## config.mk

```make
export PLATFORM = sky130hd
export DESIGN_NAME = usb_loopback_ep
export DESIGN_NICKNAME = d
export VERILOG_FILES = /design/src/rtl/usb_loopback_ep.sv
export SDC_FILE = /design/constraint.sdc
export NUM_CORES = 1
export LEC_CHECK = 0
export BUFFER_PORTS_ARGS = -buffer_cell sky130_fd_sc_hd__buf_2
export CAP_MARGIN = 20
export CORE_MARGIN = 3
export CORE_UTILIZATION = 29
export CTS_CLUSTER_SIZE = 25
export DETAILED_ROUTE_END_ITERATION = 10
export GPL_TIMING_DRIVEN = 0
export HOLD_SLACK_MARGIN = 0.02
export PLACE_DENSITY = 0.44
export RECOVER_POWER = 100
export SYNTH_ARGS = -nofsm -noshare
export SYNTH_HDL_FRONTEND = slang
export SYNTH_SLANG_ARGS = --single-unit
```

## constraint.sdc

```tcl
create_clock -name clk_4xrate -period 3.1 [get_ports clk_4xrate]
set_input_delay 0.465 -clock clk_4xrate [delete_from_list [all_inputs] [get_ports clk_4xrate]]
set_output_delay 0.465 -clock clk_4xrate [all_outputs]
set_load 0.005 [all_outputs]
```

## src/rtl/usb_loopback_ep.sv

```systemverilog
// rtl/usb_loopback_ep.sv - single-endpoint OUT-to-IN loopback device logic for the USB transaction interface
module usb_loopback_ep #(
  parameter int EP_NUM = 1,
  parameter int MAXPKT = 64,
  parameter int CW     = 7
) (
  input  logic          clk_4xrate,
  input  logic          rst_sync,
  input  logic          trsac_req,
  input  logic [3:0]    trsac_ep,
  input  logic [1:0]    trsac_type,
  output logic [1:0]    trsac_reply,
  output logic          rfifo_rd,
  input  logic          rfifo_empty,
  input  logic [7:0]    rfifo_rdata,
  output logic          tfifo_wr,
  input  logic          tfifo_full,
  output logic [7:0]    tfifo_wdata,
  output logic [15:0]   ep_enable,
  output logic [15:0]   ep_isoch,
  output logic [15:0]   ep_intnoretry,
  output logic          buf_loaded,
  output logic [CW-1:0] buf_count,
  output logic          ovf
);

  localparam int AW = CW - 1;
  localparam logic [CW-1:0] FULL_CNT = CW'(MAXPKT);
  localparam logic [15:0]   EN_MASK  = 16'(1) << EP_NUM;

  localparam logic [1:0] T_OUT    = 2'd0;
  localparam logic [1:0] T_SETUP  = 2'd2;
  localparam logic [1:0] T_RSVD   = 2'd3;
  localparam logic [1:0] R_ACK    = 2'd0;
  localparam logic [1:0] R_NAK    = 2'd1;
  localparam logic [1:0] R_IGNORE = 2'd3;

  typedef enum logic [1:0] {IDLE, DRAIN, FLUSH, FILL} state_t;

  state_t        state, state_n;
  logic [7:0]    mem [MAXPKT];
  logic [CW-1:0] rd_ptr, rd_ptr_n, count_n;
  logic [1:0]    reply_n;
  logic [7:0]    wdata_n;
  logic          rd_n, wr_n, loaded_n, ovf_n, mem_we, ep_hit;

  assign ep_hit        = (trsac_ep == 4'(EP_NUM));
  assign ep_isoch      = '0;
  assign ep_intnoretry = '0;

  // rfifo_rd is a register, so a pop issued this cycle only shows up in
  // rfifo_empty next cycle; pops therefore alternate with re-checks of empty.
  always_comb begin
    state_n  = state;
    reply_n  = trsac_reply;
    rd_n     = 1'b0;
    wr_n     = 1'b0;
    wdata_n  = tfifo_wdata;
    rd_ptr_n = rd_ptr;
    count_n  = buf_count;
    loaded_n = buf_loaded;
    ovf_n    = ovf;
    mem_we   = 1'b0;
    case (state)
      IDLE: begin
        if (trsac_req) begin
          if (!ep_hit || trsac_type == T_RSVD) begin
            reply_n = R_IGNORE;
          end else if (trsac_type == T_OUT) begin
            if (buf_loaded) begin
              reply_n = R_NAK;
              state_n = FLUSH;
            end else begin
              reply_n = R_ACK;
              state_n = DRAIN;
            end
          end else if (trsac_type == T_SETUP) begin
            reply_n  = R_ACK;
            count_n  = '0;
            rd_ptr_n = '0;
            loaded_n = 1'b0;
            ovf_n    = 1'b0;
            state_n  = FLUSH;
          end else if (buf_loaded) begin
            reply_n = R_ACK;
            state_n = FILL;
          end else begin
            reply_n = R_NAK;
          end
        end
      end
      DRAIN: begin
        if (rfifo_rd) begin
          if (buf_count < FULL_CNT) begin
            mem_we  = 1'b1;
            count_n = buf_count + 1'b1;
          end else begin
            ovf_n = 1'b1;
          end
        end else if (!rfifo_empty) begin
          rd_n = 1'b1;
        end else begin
          loaded_n = 1'b1;
          state_n  = IDLE;
        end
      end
      FLUSH: begin
        if (!rfifo_rd) begin
          if (!rfifo_empty) rd_n = 1'b1;
          else state_n = IDLE;
        end
      end
      FILL: begin
        if (rd_ptr == buf_count) begin
          loaded_n = 1'b0;
          count_n  = '0;
          rd_ptr_n = '0;
          state_n  = IDLE;
        end else if (!tfifo_full) begin
          wr_n     = 1'b1;
          wdata_n  = mem[rd_ptr[AW-1:0]];
          rd_ptr_n = rd_ptr + 1'b1;
        end
      end
      default: state_n = IDLE;
    endcase
    if (trsac_req && state != IDLE) reply_n = R_NAK;
  end

  always_ff @(posedge clk_4xrate) begin
    if (rst_sync) begin
      state       <= IDLE;
      trsac_reply <= R_IGNORE;
      rfifo_rd    <= 1'b0;
      tfifo_wr    <= 1'b0;
      tfifo_wdata <= 8'h00;
      rd_ptr      <= '0;
      buf_count   <= '0;
      buf_loaded  <= 1'b0;
      ovf         <= 1'b0;
      ep_enable   <= '0;
    end else begin
      state       <= state_n;
      trsac_reply <= reply_n;
      rfifo_rd    <= rd_n;
      tfifo_wr    <= wr_n;
      tfifo_wdata <= wdata_n;
      rd_ptr      <= rd_ptr_n;
      buf_count   <= count_n;
      buf_loaded  <= loaded_n;
      ovf         <= ovf_n;
      ep_enable   <= EN_MASK;
    end
  end

  // Packet storage carries no reset; buf_count alone defines valid content.
  always_ff @(posedge clk_4xrate) begin
    if (mem_we && !rst_sync) mem[buf_count[AW-1:0]] <= rfifo_rdata;
  end

endmodule

```

; Word-level counts from Yosys, hierarchy flattened
; Memories as Yosys holds them, arrays and structs flattened. A register that Yosys moved wholly into a read port is not among the register bits.
; Index checks and enable logic that the tools add are counted.
[totals]
regBits = 38
ramBits = 512
input_bits = 19
memories = 1
[mem_list]
columns = memory, depth, width, read_ports, rd_ports_with_merged_regs, wr, line
row1 = mem, 64, 8, 1, 1, 1, 41  ; logic [7:0] mem [MAXPKT];
[classes]
add_sub_neg = 2
magnitude_cmp = 1
n_eq_ne = 21
n_mux = 48
bitwise_logic = 4
reduce_logical = 25
[ops]
columns = operator, n
row1 = 7-bit two-way mux, 9
row2 = 2-bit two-way mux, 15
row3 = "2-bit inequality test, second input constant", 11
row4 = 7-bit one-hot mux with 3 select lines, 1
row5 = 1-bit two-way mux, 19
row6 = 8-bit AND reduction, 2
row7 = "7-bit by 1-bit adder with 7-bit output, second input constant", 2
row8 = 7-bit one-hot mux with 2 select lines, 1
row9 = 6-bit AND reduction, 2
row10 = 2-bit nonzero test, 5
row11 = "2-bit == test, second input constant", 4
row12 = 7-bit == test, 1
row13 = "7-bit less-than comparator, second input constant", 1
row14 = 7-bit AND reduction, 1
row15 = 2-bit one-hot mux with 3 select lines, 1
row16 = 3-bit OR reduction, 2
row17 = "4-bit by 1-bit == test with 1-bit output, second input constant", 1
row18 = 2-bit zero test, 2
row19 = "4-bit inequality test, second input constant", 1
row20 = 1-bit NOT, 4
row21 = 2-bit AND reduction, 2
row22 = 2-bit OR reduction, 2
row23 = "3-bit inequality test, second input constant", 1
row24 = 1-bit one-hot mux with 3 select lines, 1
row25 = other kinds (8), 10

; Depth between registers and ports, before layout
[logic_depth]
depth_word = 7
ltp_mapped = 9
ltp_nobuf = 7

; Least setup slack after synthesis
; OpenSTA, ideal clock, no wires.
[synth_timing]
path_type = reg2reg
startpoint = register state[1]
endpoint = memory mem[63][0], enable pin
setup_ns = 0.371
arrival_ns = 1.821
t_required_ns = 2.729
path_slack_ns = 0.909
path_stages_with_launch = 6
period_less_slack_ns = 2.191
path_cell_list = dfxtp_1 -> inv_1 -> ha_1 -> nor4bb_1 -> nand3_1 -> nor2_1
[synth_via]
elab_chain_cells = 5
[synth_lines]
columns = element, line
row1 = start: declaration, 40  ; state_t state, state_n;
row2 = start signal: assignment, 143  ; state <= state_n;
row3 = 2-bit by 1-bit == test with 1-bit output, 64  ; case (state)
row4 = 1-bit two-way mux, 64
row5 = 1-bit logical AND, 158  ; if (mem_we && !rst_sync) mem[buf_count[AW-1:0]] <= rfifo_rdata;
row6 = 1-bit two-way mux, 158
row7 = 1-bit two-way mux (implied by the code), 158
row8 = end: declaration, 41
; Every way passes these cells.

; Worst setup path in the final report
[layout_timing]
startpoint = register state[1]
endpoint = memory mem[37][3], enable pin
; Same word-level chain as after synthesis.

==> metrics.cfg <==
[run_status]
status=complete, but fails checks
violations=max-capacitance violations, max-slew violations

[logic_synthesis]
ys.flop_type=edfxtp_1
synth_compound_area_share_pct=4.13
synth_most_common_cell=edfxtp_1
synth-simple-area-share_pct=5.20
synthDominantCellAreaShare_pct=70.1
synthMuxAreaShare_pct=14.0
synth-seq-cells=543
synth_top_family_by_area=multiplexers
synth_area_leader_cell=edfxtp_1
async_reset_ff_share_pct=0
yosysWarnings=0
synthesis.area_um2=21900
synth_edf_count=512
synthAdderAreaFrac_pct=0.342
synth.yosys.seq_area_share_pct=72.9
synth.distinct_cells=64
netlist_top_cells_count=512 x edfxtp_1, 119 x mux4_2, 86 x nor2_1
syn_area_per_cell_um2=18.4
synthCells=1193
synth.area.top_cells=edfxtp_1 70%, mux4_2 12%, dfxtp_1 2.8%
synth_xor_area_share_pct=0.279

[place]
dp_hpwl_mm=44.6
gp_congestion=0.856
placed_cell_area_um2=23700
io_buffers=40

[cts]
cts.sinks=543
cts_made_buffers=58
clk_pin_slew_ps=60
clock_path_buffers=3
ctsRootBufferMaster=clkbuf_16
clk_latency_ps=620
post-cts-setup-buffers=0
cts_tree=built
htree_levels=2

[timing]
finalHoldViolations=0
fin_crit_ps=3070
worst_slew_pin_slew_ps=2520
grt_setup_unrepaired=true
holdWs_ps=165
maxSlewHeadroom_pct=-68.2
finalClockSkew_ps=13.5
final.period_utilization_pct=99.2
setup_viol=0
max_freq_mhz=325
drv_slew=335

[global_routing]
use_met3_pct=2.58
grt_pass1_vias=11840
gr-total-overflow=0
use_met1_pct=25.0
grtUsageTotal_pct=17.0
grt_antenna_before_repair=5
grt-busiest-layer=met2
grt_pass1_wl_mm=93.7
grt_max_degree=65
met2_usage_pct=26.4

[detailed_routing]
routed_wl_mm=67.3
viasPerCell=5.08
antenna_left=0
drt_first_pass_iters=7
drc_errors=0
via_count=12024
wl_per_cell_um=28.4
dr.first_iter.drc_count=1215

[die]
die_x_um=281
fp-row-count=100
core_um2=74700
die-height_um=281
start_util_pct=29.4
io-pin-count=88
dieArea_um2=79000

[setup_path]
crit_arrival_ps=3320
worst-setup-path-type=reg2reg
crit_path_start_kind=flop
crit_fanout=9
worstPathRequired_ps=3350
reg2reg_slack_ps=30
worst_setup_path_end_kind=flop

[power_and_ir_drop]
p_leak_nw=7.86
peakVddDrop_uv=429
power.density_nw_per_um2=590

[layout]
multi_input_area_um2=5720
drive_gt1_share_pct=28.4
n_fill_cell=7119
fin_area_um2=25700
area_growth_pct=17.2
final_nets=1376
seq_area_um2=16000

[run]
cap_violations=8

[worst_hold_path]
hp-class=in2reg

through the flow:
stage / utilization, % / setup TNS, ps / setup WS (ps) / instances / total power, mW
global route: 34.4 / -1880 / -74.2 / 2367 / 15.6
detailed placement: 31.7 / -213350 / -681 / 2256 / 8.68
CTS: 34.5 / -1250 / -87.4 / 2364 / 15.3
floorplan: - / 0 / 909 / 1239 / 8.46
finish: 34.4 / 0 / 25.8 / 2369 / 15.2
global placement: 31.5 / -196340 / -638 / 2248 / 8.66
logic make-up (layout without fill, tap and decap cells):
group,count (synthesis),in the layout
xor gates and xnor gates,7,7
buffers and inverters,121,280
DFF,543,543
and+or+nand+nor,223,223
muxes,156,156
AOI/OAI and AO/OA,136,136
adders and majority gates,6,6
other,1,49
path summary, 6_finish.rpt:
kind                   from  cells past startpoint             end
max reg2reg        state[1]                      5      mem[37][3]
min reg2reg  trsac_reply[1]                      2  trsac_reply[1]
min               trsac_req                      3  trsac_reply[1]
max                state[1]                      5      mem[37][3]
area by class of cell:
class / instances / area share, %
inverters: 11 / 0.161
clock inverters: 36 / 1.04
repair buffers: 52 / 0.983
multi-input cells: 575 / 22.2
diodes: 2 / 0.0195
flip-flops and latches: 543 / 62.2
clock buffers: 71 / 5.92
plain buffers: 110 / 2.73
well taps: 969 / 4.72
power by group:
group	switching (mW)	internal [mW]	total (mW)
Combinational	0.327	0.145	0.472
Clock	2.85	3.79	6.64
Sequential	0.0206	8.04	8.06
what timing repair did:
item | 4_1_cts | 5_1_grt
hold buffers | 1 | 0
setup endpoints to repair | 519 | 242
gates resized for setup | 102 | 12
hold endpoints to repair | 1 | 0
pin swaps | 0 | 0
routing by layer:
metal / part of all wire, % / wire [um]
met5: 0 / 0
met2: 46 / 30800
met1: 46 / 30800
met3: 6.4 / 4310
met4: 2.2 / 1450
registers in the layout, indices dropped and copies added (netlist names):
name / cells
mem: 512
tfifo_wdata: 8
buf_count: 7
rd_ptr: 7
state: 2
trsac_reply: 2
buf_loaded: 1
ep_enable: 1
ovf: 1
rfifo_rd: 1
tfifo_wr: 1
placed cells by master, fill, tap and decap left out, types with 6 or more instances in the layout:
cell,count
nor3_1,9
nand2_2,6
conb_1,47
o221ai_1,6
inv_1,10
edfxtp_1,512
clkbuf_2,7
a211oi_1,8
or3_1,7
a31oi_1,9
o31ai_1,10
mux2i_1,25
nor2_1,22
nand2b_1,8
clkinv_1,16
a21oi_1,32
nand3_1,13
nor2_4,13
dfxtp_1,31
mux2_2,11
clkbuf_1,68
ha_1,6
xor2_1,7
nand4_1,7
nor2_2,51
or4_1,7
clkbuf_16,59
clkinv_2,14
nor2b_1,14
nand2_1,34
a22oi_1,7
o21ai_0,25
o22ai_1,11
buf_2,26
buf_4,63
mux4_2,119
critical path, stage by stage, from the launching register on:
cell and delay [ps]:
dfxtp_1 340, inv_1 80, ha_1 360, nor4b_2 650, nand3_2 600, nor2_2 670
(Power assumes the default switching activity.)
